`config.mk`:
```
export PLATFORM = sky130hd
export DESIGN_NAME = riscv_fetch_unit
export DESIGN_NICKNAME = d
export VERILOG_FILES = /design/src/rtl/riscv_fetch_pkg.sv /design/src/rtl/fetch_fifo.sv /design/src/rtl/riscv_fetch_unit.sv
export SDC_FILE = /design/constraint.sdc
export NUM_CORES = 1
export LEC_CHECK = 0
export ABC_CLOCK_PERIOD_IN_PS = 3950
export BUFFER_PORTS_ARGS = -buffer_cell sky130_fd_sc_hd__buf_2
export CAP_MARGIN = 20
export CORE_ASPECT_RATIO = 1.75
export CORE_UTILIZATION = 30
export CTS_BUF_LIST = sky130_fd_sc_hd__clkbuf_8 sky130_fd_sc_hd__clkbuf_16
export DETAILED_ROUTE_END_ITERATION = 6
export PLACE_DENSITY = 0.46
export SYNTH_ARGS = -nofsm -noshare
export SYNTH_HDL_FRONTEND = slang
export SYNTH_SLANG_ARGS = --single-unit
```
`constraint.sdc`:
```
create_clock -name clock -period 3.95 [get_ports clock]
set_clock_uncertainty 0.1 [all_clocks]
set_input_delay 0.9875 -clock clock [delete_from_list [all_inputs] [get_ports clock]]
set_output_delay 0.9875 -clock clock [all_outputs]
set_load 0.03 [all_outputs]
```
`src/rtl/riscv_fetch_pkg.sv`:
```
// Shared types and constants for the RISC-V instruction fetch front end.
package riscv_fetch_pkg;

    localparam int          XLEN      = 32;
    localparam logic [31:0] NOP_INSTR = 32'h0000_0013;

    typedef struct packed {
        logic [XLEN-1:0] pc;
        logic [31:0]     instr;
    } fetch_entry_t;

    typedef enum logic {
        RUN,
        DRAIN
    } fetch_state_e;

endpackage

```
`src/rtl/fetch_fifo.sv`:
```
// Synchronous FIFO of fetched {pc, instr} entries; flush wins over push and pop.
module fetch_fifo
    import riscv_fetch_pkg::*;
#(
    parameter int DEPTH = 4,
    localparam int PW = $clog2(DEPTH),
    localparam int CW = PW + 1
) (
    input  logic          clock,
    input  logic          reset,
    input  logic          flush_i,
    input  logic          push_i,
    input  fetch_entry_t  push_data_i,
    input  logic          pop_i,
    output fetch_entry_t  head_o,
    output logic [CW-1:0] count_o,
    output logic          empty_o
);

    fetch_entry_t  mem_q [DEPTH];
    logic [PW-1:0] wrPtr_q, wrPtr_d;
    logic [PW-1:0] rdPtr_q, rdPtr_d;
    logic [CW-1:0] count_q, count_d;
    logic          doPush, doPop, full;

    assign empty_o = (count_q == '0);
    assign full    = (count_q == CW'(DEPTH));
    assign doPush  = push_i && !flush_i;
    assign doPop   = pop_i && !flush_i && !empty_o;
    assign head_o  = mem_q[rdPtr_q];
    assign count_o = count_q;

    always_comb begin
        wrPtr_d = wrPtr_q;
        rdPtr_d = rdPtr_q;
        count_d = count_q + CW'(doPush) - CW'(doPop);
        if (doPush) wrPtr_d = wrPtr_q + 1'b1;
        if (doPop)  rdPtr_d = rdPtr_q + 1'b1;
        if (flush_i) begin
            wrPtr_d = '0;
            rdPtr_d = '0;
            count_d = '0;
        end
    end

    always_ff @(posedge clock) begin
        if (reset) begin
            wrPtr_q <= '0;
            rdPtr_q <= '0;
            count_q <= '0;
        end else begin
            wrPtr_q <= wrPtr_d;
            rdPtr_q <= rdPtr_d;
            count_q <= count_d;
        end
    end

    // Storage needs no reset: the count alone decides what is valid.
    always_ff @(posedge clock) begin
        if (doPush) mem_q[wrPtr_q] <= push_data_i;
    end

    assert property (@(posedge clock) disable iff (reset) !(doPush && full));

endmodule

```
`src/rtl/riscv_fetch_unit.sv`:
```
// Fetch front end: issues imem requests, queues responses, drains to IF/ID.
// Optional FETCH_PERF_EN adds perf_fetched / perf_dropped counters.
module riscv_fetch_unit
    import riscv_fetch_pkg::*;
#(
    parameter int              DEPTH        = 4,
    parameter logic [XLEN-1:0] RESET_PC     = 32'h0000_0000,
    parameter int              MAX_INFLIGHT = 4
) (
    input  logic            clock,
    input  logic            reset,
    output logic            imem_req_valid,
    input  logic            imem_req_ready,
    output logic [XLEN-1:0] imem_req_addr,
    input  logic            imem_rsp_valid,
    input  logic [31:0]     imem_rsp_data,
    output logic            if_valid,
    input  logic            if_ready,
    output logic [31:0]     if_instr,
    output logic [XLEN-1:0] if_pc,
    input  logic            redirect_valid,
    input  logic [XLEN-1:0] redirect_pc
`ifdef FETCH_PERF_EN
    ,
    output logic [31:0]     perf_fetched,
    output logic [31:0]     perf_dropped
`endif
);

    localparam int CW = $clog2(DEPTH) + 1;

    logic [XLEN-1:0] fetchPc_q, fetchPc_d;
    logic [XLEN-1:0] respPc_q, respPc_d;
    logic [CW-1:0]   inflight_q, inflight_d;
    logic [CW-1:0]   drop_q, drop_d;
    fetch_state_e    state_q, state_d;

    logic [CW-1:0]   fifoCount, inflightLeft;
    logic [CW:0]     occupancy;
    logic            fifoEmpty, fire, rspDrop, push, pop, headValid;
    logic [XLEN-1:0] target;
    fetch_entry_t    fifoHead, pushEntry;

    assign target       = redirect_pc & ~32'h3;
    assign occupancy    = {1'b0, fifoCount} + {1'b0, inflight_q};
    assign inflightLeft = inflight_q - CW'(imem_rsp_valid);

    assign imem_req_valid = !reset && !redirect_valid
                         && (occupancy < (CW+1)'(DEPTH))
                         && (inflight_q < CW'(MAX_INFLIGHT));
    assign imem_req_addr  = fetchPc_q;
    assign fire           = imem_req_valid && imem_req_ready;

    // A response is stale if it belongs to a stream abandoned by a redirect.
    assign rspDrop   = imem_rsp_valid && (redirect_valid || state_q == DRAIN);
    assign push      = imem_rsp_valid && !rspDrop;
    assign pushEntry = '{pc: respPc_q, instr: imem_rsp_data};

    assign headValid = !reset && !fifoEmpty;
    assign pop       = headValid && if_ready && !redirect_valid;
    assign if_valid  = headValid;
    assign if_instr  = headValid ? fifoHead.instr : NOP_INSTR;
    assign if_pc     = headValid ? fifoHead.pc : '0;

    fetch_fifo #(.DEPTH(DEPTH)) u_fifo (
        .clock       (clock),
        .reset       (reset),
        .flush_i     (redirect_valid),
        .push_i      (push),
        .push_data_i (pushEntry),
        .pop_i       (pop),
        .head_o      (fifoHead),
        .count_o     (fifoCount),
        .empty_o     (fifoEmpty)
    );

    always_comb begin
        fetchPc_d  = fetchPc_q;
        respPc_d   = respPc_q;
        inflight_d = inflightLeft + CW'(fire);
        drop_d     = drop_q;
        if (redirect_valid) begin
            fetchPc_d = target;
            respPc_d  = target;
            drop_d    = inflightLeft;
        end else begin
            if (fire) fetchPc_d = fetchPc_q + 32'd4;
            if (push) respPc_d  = respPc_q + 32'd4;
            if (rspDrop && drop_q != '0) drop_d = drop_q - 1'b1;
        end
    end

    always_comb begin
        state_d = state_q;
        if (redirect_valid) begin
            state_d = (inflightLeft != '0) ? DRAIN : RUN;
        end else if (state_q == DRAIN && drop_d == '0) begin
            state_d = RUN;
        end
    end

    always_ff @(posedge clock) begin
        if (reset) begin
            fetchPc_q  <= RESET_PC;
            respPc_q   <= RESET_PC;
            inflight_q <= '0;
            drop_q     <= '0;
            state_q    <= RUN;
        end else begin
            fetchPc_q  <= fetchPc_d;
            respPc_q   <= respPc_d;
            inflight_q <= inflight_d;
            drop_q     <= drop_d;
            state_q    <= state_d;
        end
    end

`ifdef FETCH_PERF_EN
    logic [31:0] fetched_q, dropped_q;

    // Dropped work covers both stale responses and entries thrown out by a flush.
    always_ff @(posedge clock) begin
        if (reset) begin
            fetched_q <= '0;
            dropped_q <= '0;
        end else begin
            fetched_q <= fetched_q + 32'(push);
            dropped_q <= dropped_q + 32'(rspDrop)
                       + (redirect_valid ? 32'(fifoCount) : 32'd0);
        end
    end

    assign perf_fetched = fetched_q;
    assign perf_dropped = dropped_q;
`endif

endmodule

```
==> impl_metrics.toml, run 1 <==
[detailed_routing]
drt_first_pass_iters = 5
num_vias = 8327
routed_wl_um = 33100
via_per_inst = 4.92
ant_nets = 0
wl_per_cell_um = 19.5
first_iter_violations = 436
drc = 0

[worst_hold_path]
min_path_type = "reg -> reg"
whs_endpoint = "u_fifo.wrPtr_q[1]"
min_path_cells = 2
hp-start = "u_fifo.wrPtr_q[1]"

[die]
die_h_um = 285
row_count = 103
coreArea_um2 = 45100
ios = 168
dieArea_um2 = 46700
start_util_pct = 30.5
die_x_um = 164

[yosys]
synthTopCellsByCount = "edfxtp_1, dfxtp_1, and2_1, mux4_2, nand2_1"
ys.warnings.count = 0
synth_top_flop_cell = "edfxtp_1"
ys_seq_area_share_pct = 65.2
synth_top_area_cell = "edfxtp_1"
synth_edf_count = 248
synth.top_cell.area_share_pct = 54.2
yosys-top-cells-area = "edfxtp_1, dfxtp_1, mux4_2"
syn_inst = 931
yosysUniqueCellTypes = 68
syn_area_per_cell_um2 = 14.8
ys_seq_elements = 324
syn_area_um2 = 13700
synth_most_common_cell = "edfxtp_1"
async_flop_share_pct = 0

[timing]
finalHoldViolCount = 0
drv_slew = 0
finalSetupViolCount = 0
clock.fmax_mhz = 283
relSlewSlack_pct = 38.8
layout_min_cycle_time_ns = 3.53
fin_tns_setup_ns = 0
period_share_pct = 89.3
worst_slew_pin_slew_ns = 0.910
rsz0062_at_grt = "no"

[worst_setup_path]
crit_type = "reg -> out"
r2r-end = "u_fifo.count_o[2]"
cp_cell_sequence = "nor3_1 > nor2_4 > buf_4 > and2_1 > buf_2"
cp_slowest_cell = "nor3_1"
worstRegToRegCells = 9
reg2reg_slack_ns = 1.16
reg2reg_from = "u_fifo.count_o[0]"
arrival_ns = 2.44
cp_max_fo = 60
critPathLaunchType = "flop"
cp_data_required_time_ns = 2.86
crit_path_end_kind = "output pin"
slowest_delay_ns = 0.76
cpLargestDelayFamily = "simple AND/OR/NAND/NOR gates"
cp.buffers_inverters = 2

[outcome]
status = "finished clean"

[cts]
htreeDepth = 1
clk_path_buf_depth = 3
clk_pin_slew_ns = 0.06
postCtsHoldBufs = 0
cts_setup_buffers = 0
clk_latency_ns = 0.57
ctsResizeCount = 0
root_buffer = "clkbuf_16"
cts_tree = "yes"
cts_sinks = 324
numCtsBuffers = 31

[global_route]
track_usage_pct = 14.3
grt_pass1_wl_um = 50700
antenna_found_initial = 0
gr-total-overflow = 0
grt_max_degree = 63
grt_pass1_vias = 8576

[final_layout]
final_nets = 1179
layout-drive-gt1-share_pct = 29.6
instances_no_fill = 1694
area_growth_pct = 19.3
n_antenna_cell = 0
final_cell_area_um2 = 16400
utilization_pct = 36.4

[power]
irDropWorstVdd_v = 0.000287
p_per_area_nw_per_um2 = 469
p_leak_nw = 5.76

[run]
cap_viol_max_count = 0

[placed_design]
routabilityCongestion = 0.773
placed_area_um2 = 15300
dpl.hpwl_um = 21600
post-place-cells = 1636
port_buffers = 161
-- how the worst max path moves through the flow --
stage	startpoint	to	slack [ns]	depth (start not counted)
floorplan	redirect_valid	u_fifo.mem_q[0][0]	0.06	6
global placement	reset	if_pc[11]	0.67	5
detailed placement	reset	if_pc[11]	0.65	5
CTS	u_fifo.count_o[0]	if_pc[11]	0.34	5
global route	u_fifo.count_o[0]	if_instr[26]	0.26	5
finish	u_fifo.count_o[0]	if_instr[26]	0.42	5
-- worst min-delay path, stage by stage (launching register included) --
cell and delay (ns):
dfxtp_1 0.34, nand2_1 0.07, a21oi_1 0.06
-- cell usage in the layout (no fill, tap or decap), types with 7 or more instances in the layout --
cell / n
buf_4: 15
xor2_1: 11
nand4_1: 19
bufinv_16: 9
clkinv_1: 7
ha_1: 16
clkbuf_16: 31
xnor2_1: 7
buf_2: 161
o211ai_1: 7
a31oi_1: 38
and2_1: 67
a21oi_1: 24
mux4_2: 62
inv_1: 21
a211oi_1: 8
nand2_1: 61
nor2_1: 49
o311ai_0: 7
o21ai_0: 20
nand3_1: 23
edfxtp_1: 248
dfxtp_1: 74
or3_1: 13
-- power by group --
part	internal [W]	leakage [nW]	switching [W]
Sequential	0.00377	2.91	0.0000938
Clock	0.00201	0.557	0.00129
Combinational	0.000190	2.30	0.000327
Total	0.00598	5.76	0.00171
-- routing by layer --
layer / vias to the layer above / global-route usage (%) / part of all wire (%)
met1: 4157 / 16.6 / 40
met2: 211 / 26.5 / 53
met3: 44 / 1.85 / 4.2
met4: 0 / 4.65 / 2.5
met5: - / 0 / 0
li1: 3915 / - / -
-- sequential cells by signal, summed over array words and instances, names as in the netlist, named ones only --
name,cells
u_fifo.mem_q,248
u_fifo.count_o,3
u_fifo.rdPtr_q,2
u_fifo.wrPtr_q,2
drop_q,3
inflight_q,3
state_q,1
respPc_q,30
imem_req_addr,30
-- per-stage QoR --
stage,power [W],worst slack (ns),hold WS (ns)
after detailed placement,0.00447,0.654,0.414
after CTS,0.00781,0.343,0.423
final,0.00769,0.422,0.408
after global placement,0.00446,0.667,0.395
after floorplan,0.00426,0.0619,0.369
after global routing,0.00799,0.262,0.460
-- layout make-up --
class | count | area, um2
tap | 577 | 722
timing repair buffer | 182 | 1040
fill | 4371 | 28700
multi-input combinational | 533 | 4450
inverter | 20 | 77.6
clock buffer | 31 | 776
sequential | 324 | 8970
clock inverter | 27 | 360
-- logic make-up (layout without fill, tap and decap cells) --
family | Yosys count | after routing | synth area share [%]
multiplexers | 76 | 76 | 11.3
buffers and inverters | 77 | 260 | 2.55
other | 1 | 4 | 0.0273
AND/OR/NAND/NOR | 293 | 293 | 12.2
AO/OA/AOI/OAI | 125 | 125 | 5.97
XOR/XNOR | 18 | 18 | 1.15
adder cells (fa/ha/maj) | 17 | 17 | 1.60
flip-flops | 324 | 324 | 65.2
Power figures use the tool's default switching activity.
==> inputs of run 2 (changes only) <==
Settings changed: CORE_UTILIZATION 30 to 52, PLACE_DENSITY 0.46 to 0.73.
==> impl_metrics.toml, run 2 (synthesized netlist as in run 1, its figures left out) <==
[final_layout]
final_cell_mix = "edfxtp_1, buf_2, dfxtp_1, and2_1, mux4_2"
final_nets = 1176
layout-drive-gt1-share_pct = 29.6
n_antenna_cell = 0
area_growth_pct = 15.5
layout_commonest_cell = "edfxtp_1"
largest_reg_flops = 248
largest_register = "u_fifo.mem_q"
utilization_pct = 61.2

[timing]
clock.fmax_mhz = 281
layout_min_cycle_time_ns = 3.56
finalSetupViolCount = 0
period_share_pct = 90.1
finalHoldViolCount = 0
holdWs_ns = 0.394
worst_slew_pin_slew_ns = 0.801
worst_slack_ns = 0.392
fin_tns_setup_ns = 0
rsz0062_at_grt = "no"
drv_slew = 0
relSlewSlack_pct = 46.3

[power]
p_clk_share_pct = 39.3
switching_share_pct = 22.6
p_sw_w = 0.00162
p_seq_share_pct = 53.7
irDropWorstVdd_v = 0.000298
p_leak_nw = 5.67
p_per_area_nw_per_um2 = 453
p_int_w = 0.00557
combPwrFrac_pct = 7.0

[placed_design]
dpl.hpwl_um = 17700
port_buffers = 161
routabilityCongestion = 0.800
pre_cts_ws_ns = 0.655

[cts]
ctsResizeCount = 0
clk_latency_ns = 0.55
postCtsHoldBufs = 0
root_buffer = "clkbuf_16"
cts_setup_buffers = 0
clk_pin_slew_ns = 0.07
numCtsBuffers = 28
cts_sinks = 324
htreeDepth = 1
cts_tree = "yes"
clk_path_buf_depth = 3

[outcome]
status = "finished with violations"
violations = "DRC"

[detailed_routing]
via_per_inst = 5.78
wl_per_cell_um = 19.2
num_vias = 8264
first_iter_violations = 425
drc = 30
drt_first_pass_iters = 7
routed_wl_um = 27500
ant_nets = 0

[die]
row_count = 78
die_x_um = 125
ios = 168
dieArea_um2 = 27100
die_h_um = 217
coreArea_um2 = 26000
start_util_pct = 53.0

[worst_setup_path]
critPathLaunchType = "flop"
worstRegToRegCells = 6
cp_max_fo = 24
r2r-end = "respPc_q[26]"
crit_path_end_kind = "output pin"
arrival_ns = 2.47
crit_type = "reg -> out"
reg2reg_slack_ns = 1.49
cp-endpoint = "if_pc[7]"
reg2reg_from = "respPc_q[2]"
cp_data_required_time_ns = 2.86

[global_route]
grt_pass1_vias = 8452
antenna_found_initial = 0
gr-total-overflow = 0
track_usage_pct = 20.9
grt_max_degree = 69
grt_pass1_wl_um = 44300

[run]
cap_viol_max_count = 0

[worst_hold_path]
min_path_type = "reg -> reg"
-- run 2: changes by cell type in the layout (fill, tap and decap cells not counted), sizes merged --
cell      previous run  this run
bufinv               9         4
clkinv              11         8
clkbuf              31        29
inv                 24        26
clkinvlp             3         4
-- run 2: layer usage --
metal / GRT usage [%] / up-vias / part of all wire (%)
met3: 2.51 / 63 / 4.7
met1: 25.1 / 4061 / 40
met4: 9.47 / 0 / 3.7
met5: 0 / - / 0
met2: 37.6 / 241 / 52
li1: - / 3899 / -
-- run 2: stage by stage --
stage / instance area (um2) / instances / total power [W]
floorplan: 13800 / 934 / 0.00426
global placement: 14900 / 1379 / 0.00442
detailed placement: 14900 / 1379 / 0.00444
CTS: 15900 / 1430 / 0.00727
global route: 15900 / 1430 / 0.00744
finish: 15900 / 1430 / 0.00719
-- run 2: worst max-delay path, stage by stage, from the launching register on --
cell and delay [ns]:
dfxtp_4 0.67, buf_4 0.34, mux4_2 0.56, and2_1 0.17, buf_2 0.17
-- run 2: worst min path at each step --
stage,startpoint,endpoint,slack [ns],cells after the start
floorplan,u_fifo.wrPtr_q[1],u_fifo.wrPtr_q[1],0.37,2
global placement,u_fifo.wrPtr_q[1],u_fifo.wrPtr_q[1],0.38,2
detailed placement,u_fifo.wrPtr_q[1],u_fifo.wrPtr_q[1],0.39,2
CTS,u_fifo.wrPtr_q[1],u_fifo.wrPtr_q[1],0.40,2
global route,u_fifo.wrPtr_q[1],u_fifo.wrPtr_q[1],0.44,2
finish,u_fifo.wrPtr_q[1],u_fifo.wrPtr_q[1],0.39,2
-- run 2: layout make-up --
class	count	area [um2]
flip-flops and latches	324	8970
inverters	20	77.6
multi-input cells	533	4450
fillers	2010	10100
clock inverters	22	234
repair buffers	182	1010
clock buffers	29	726
well taps	320	400
-- run 2: power by group through the flow --
| stage | clock, W | combinational, W | sequential [W] |
|---|---|---|---|
| after floorplan | 0 | 0.000310 | 0.00395 |
| after global placement | 0 | 0.000495 | 0.00393 |
| after detailed placement | 0 | 0.000504 | 0.00394 |
| after CTS | 0.00290 | 0.000507 | 0.00386 |
| after global routing | 0.00302 | 0.000553 | 0.00388 |
| final | 0.00283 | 0.000500 | 0.00386 |
==> inputs of run 3 (changes only) <==
Settings changed: ABC_CLOCK_PERIOD_IN_PS 3950 to 3400, CORE_UTILIZATION 52 to 58, PLACE_DENSITY 0.73 to 0.78, TNS_END_PERCENT set to 20.
Clock period 3.95 ns to 3.4 ns, I/O delays scaled along.
==> impl_metrics.toml, run 3 (synthesized netlist as in run 1, its figures left out) <==
[run]
cap_viol_max_count = 0

[timing]
drv_slew = 0
fin_tns_setup_ns = 0
finalSetupViolCount = 0
clock.fmax_mhz = 311
rsz0062_at_grt = "no"
worst_slack_ns = 0.189
worst_slew_pin_slew_ns = 0.839
period_share_pct = 94.5
relSlewSlack_pct = 43.7
finalHoldViolCount = 0
layout_min_cycle_time_ns = 3.21

[cts]
cts_sinks = 324
clk_latency_ns = 0.54
cts_tree = "yes"
clk_path_buf_depth = 3
htreeDepth = 1
postCtsHoldBufs = 0
root_buffer = "clkbuf_16"
numCtsBuffers = 27
clk_pin_slew_ns = 0.07
cts_setup_buffers = 1
ctsResizeCount = 0

[die]
die_x_um = 118
start_util_pct = 58.9
row_count = 74
ios = 168
die_h_um = 206
coreArea_um2 = 23300
dieArea_um2 = 24300

[power]
p_clk_share_pct = 38.1
p_int_w = 0.00639
p_seq_share_pct = 54.8
p_leak_nw = 5.65
combPwrFrac_pct = 7.2
irDropWorstVdd_v = 0.000372
switching_share_pct = 22.0
p_per_area_nw_per_um2 = 517
p_sw_w = 0.00181

[detailed_routing]
first_iter_violations = 499
drt_first_pass_iters = 5
drc = 0
num_vias = 8459
wl_per_cell_um = 20.0
via_per_inst = 6.00
ant_nets = 0
routed_wl_um = 28200

[final_layout]
largest_register = "u_fifo.mem_q"
utilization_pct = 67.9
n_antenna_cell = 0
layout-drive-gt1-share_pct = 29.0
final_cell_area_um2 = 15800
largest_reg_flops = 248
fill_cells = 1672
area_growth_pct = 15.2
final_nets = 1173
layout_commonest_cell = "edfxtp_1"
final_cell_mix = "edfxtp_1, buf_2, dfxtp_1, and2_1, mux4_2"

[worst_setup_path]
cp_data_required_time_ns = 2.45
arrival_ns = 2.26
critPathLaunchType = "flop"
reg2reg_slack_ns = 0.65
crit_path_end_kind = "output pin"
cp_max_fo = 60
crit_type = "reg -> out"

[placed_design]
dpl.hpwl_um = 17600
routabilityCongestion = 0.832
port_buffers = 161
pre_cts_ws_ns = 0.316
placed_area_um2 = 14900

[global_route]
grt_pass1_wl_um = 44200
antenna_found_initial = 0
grt_max_degree = 69
grt_pass1_vias = 8477
gr-total-overflow = 0
track_usage_pct = 23.6

[outcome]
status = "finished clean"

[worst_hold_path]
min_path_type = "reg -> reg"
run 3: changes by cell type in the layout (fill, tap and decap cells not counted), sizes merged:
| cell | previous run | this run |
|---|---|---|
| clkinv | 8 | 10 |
| buf | 182 | 180 |
| clkinvlp | 4 | 3 |
| inv | 26 | 23 |
run 3: path summary, 6_finish.rpt:
kind,start,end,depth (start not counted)
max reg2reg,u_fifo.count_o[0],u_fifo.count_o[2],9
max,u_fifo.count_o[0],if_pc[28],5
min,u_fifo.wrPtr_q[1],u_fifo.wrPtr_q[1],2
min reg2reg,u_fifo.wrPtr_q[1],u_fifo.wrPtr_q[1],2
run 3: final cells by class:
class / count / area (um2) / share of cell area (%)
repair buffers: 180 / 1060 / 6.70
inverters: 20 / 77.6 / 0.490
well taps: 304 / 380 / 2.40
clock buffers: 29 / 703 / 4.44
clock inverters: 20 / 194 / 1.22
flip-flops and latches: 324 / 8970 / 56.6
multi-input cells: 533 / 4450 / 28.1
run 3: per-stage QoR:
step	std cells	power (W)	hold slack, ns
2_1_floorplan	934	0.00495	0.369
3_3_place_gp	1360	0.00514	0.391
3_5_place_dp	1360	0.00516	0.400
4_1_cts	1410	0.00825	0.409
5_1_grt	1410	0.00845	0.419
6_report	1410	0.00820	0.402
run 3: critical path, stage by stage (launching register included):
cell     delay, ns
dfxtp_1       0.36
nor3_1        0.71
nor2_4        0.05
buf_12        0.21
and2_1        0.19
buf_2         0.18
run 3: routing by layer:
metal | up-vias | part of all wire (%) | routed length [um] | track usage [%]
met5 | - | 0 | 0 | 0
met4 | 0 | 3.0 | 850 | 9.63
met3 | 59 | 4.7 | 1320 | 2.83
met2 | 298 | 54 | 15200 | 43.6
met1 | 4213 | 38 | 10800 | 27.7
li1 | 3889 | - | - | -
run 3: power groups by stage:
stage                     registers, W  logic (W)  clock network [W]
after floorplan                0.00458   0.000361                  0
after detailed placement       0.00457   0.000588                  0
after global placement         0.00456   0.000575                  0
after global routing           0.00450   0.000643            0.00331
final                          0.00449   0.000587            0.00312
after CTS                      0.00449   0.000593            0.00318
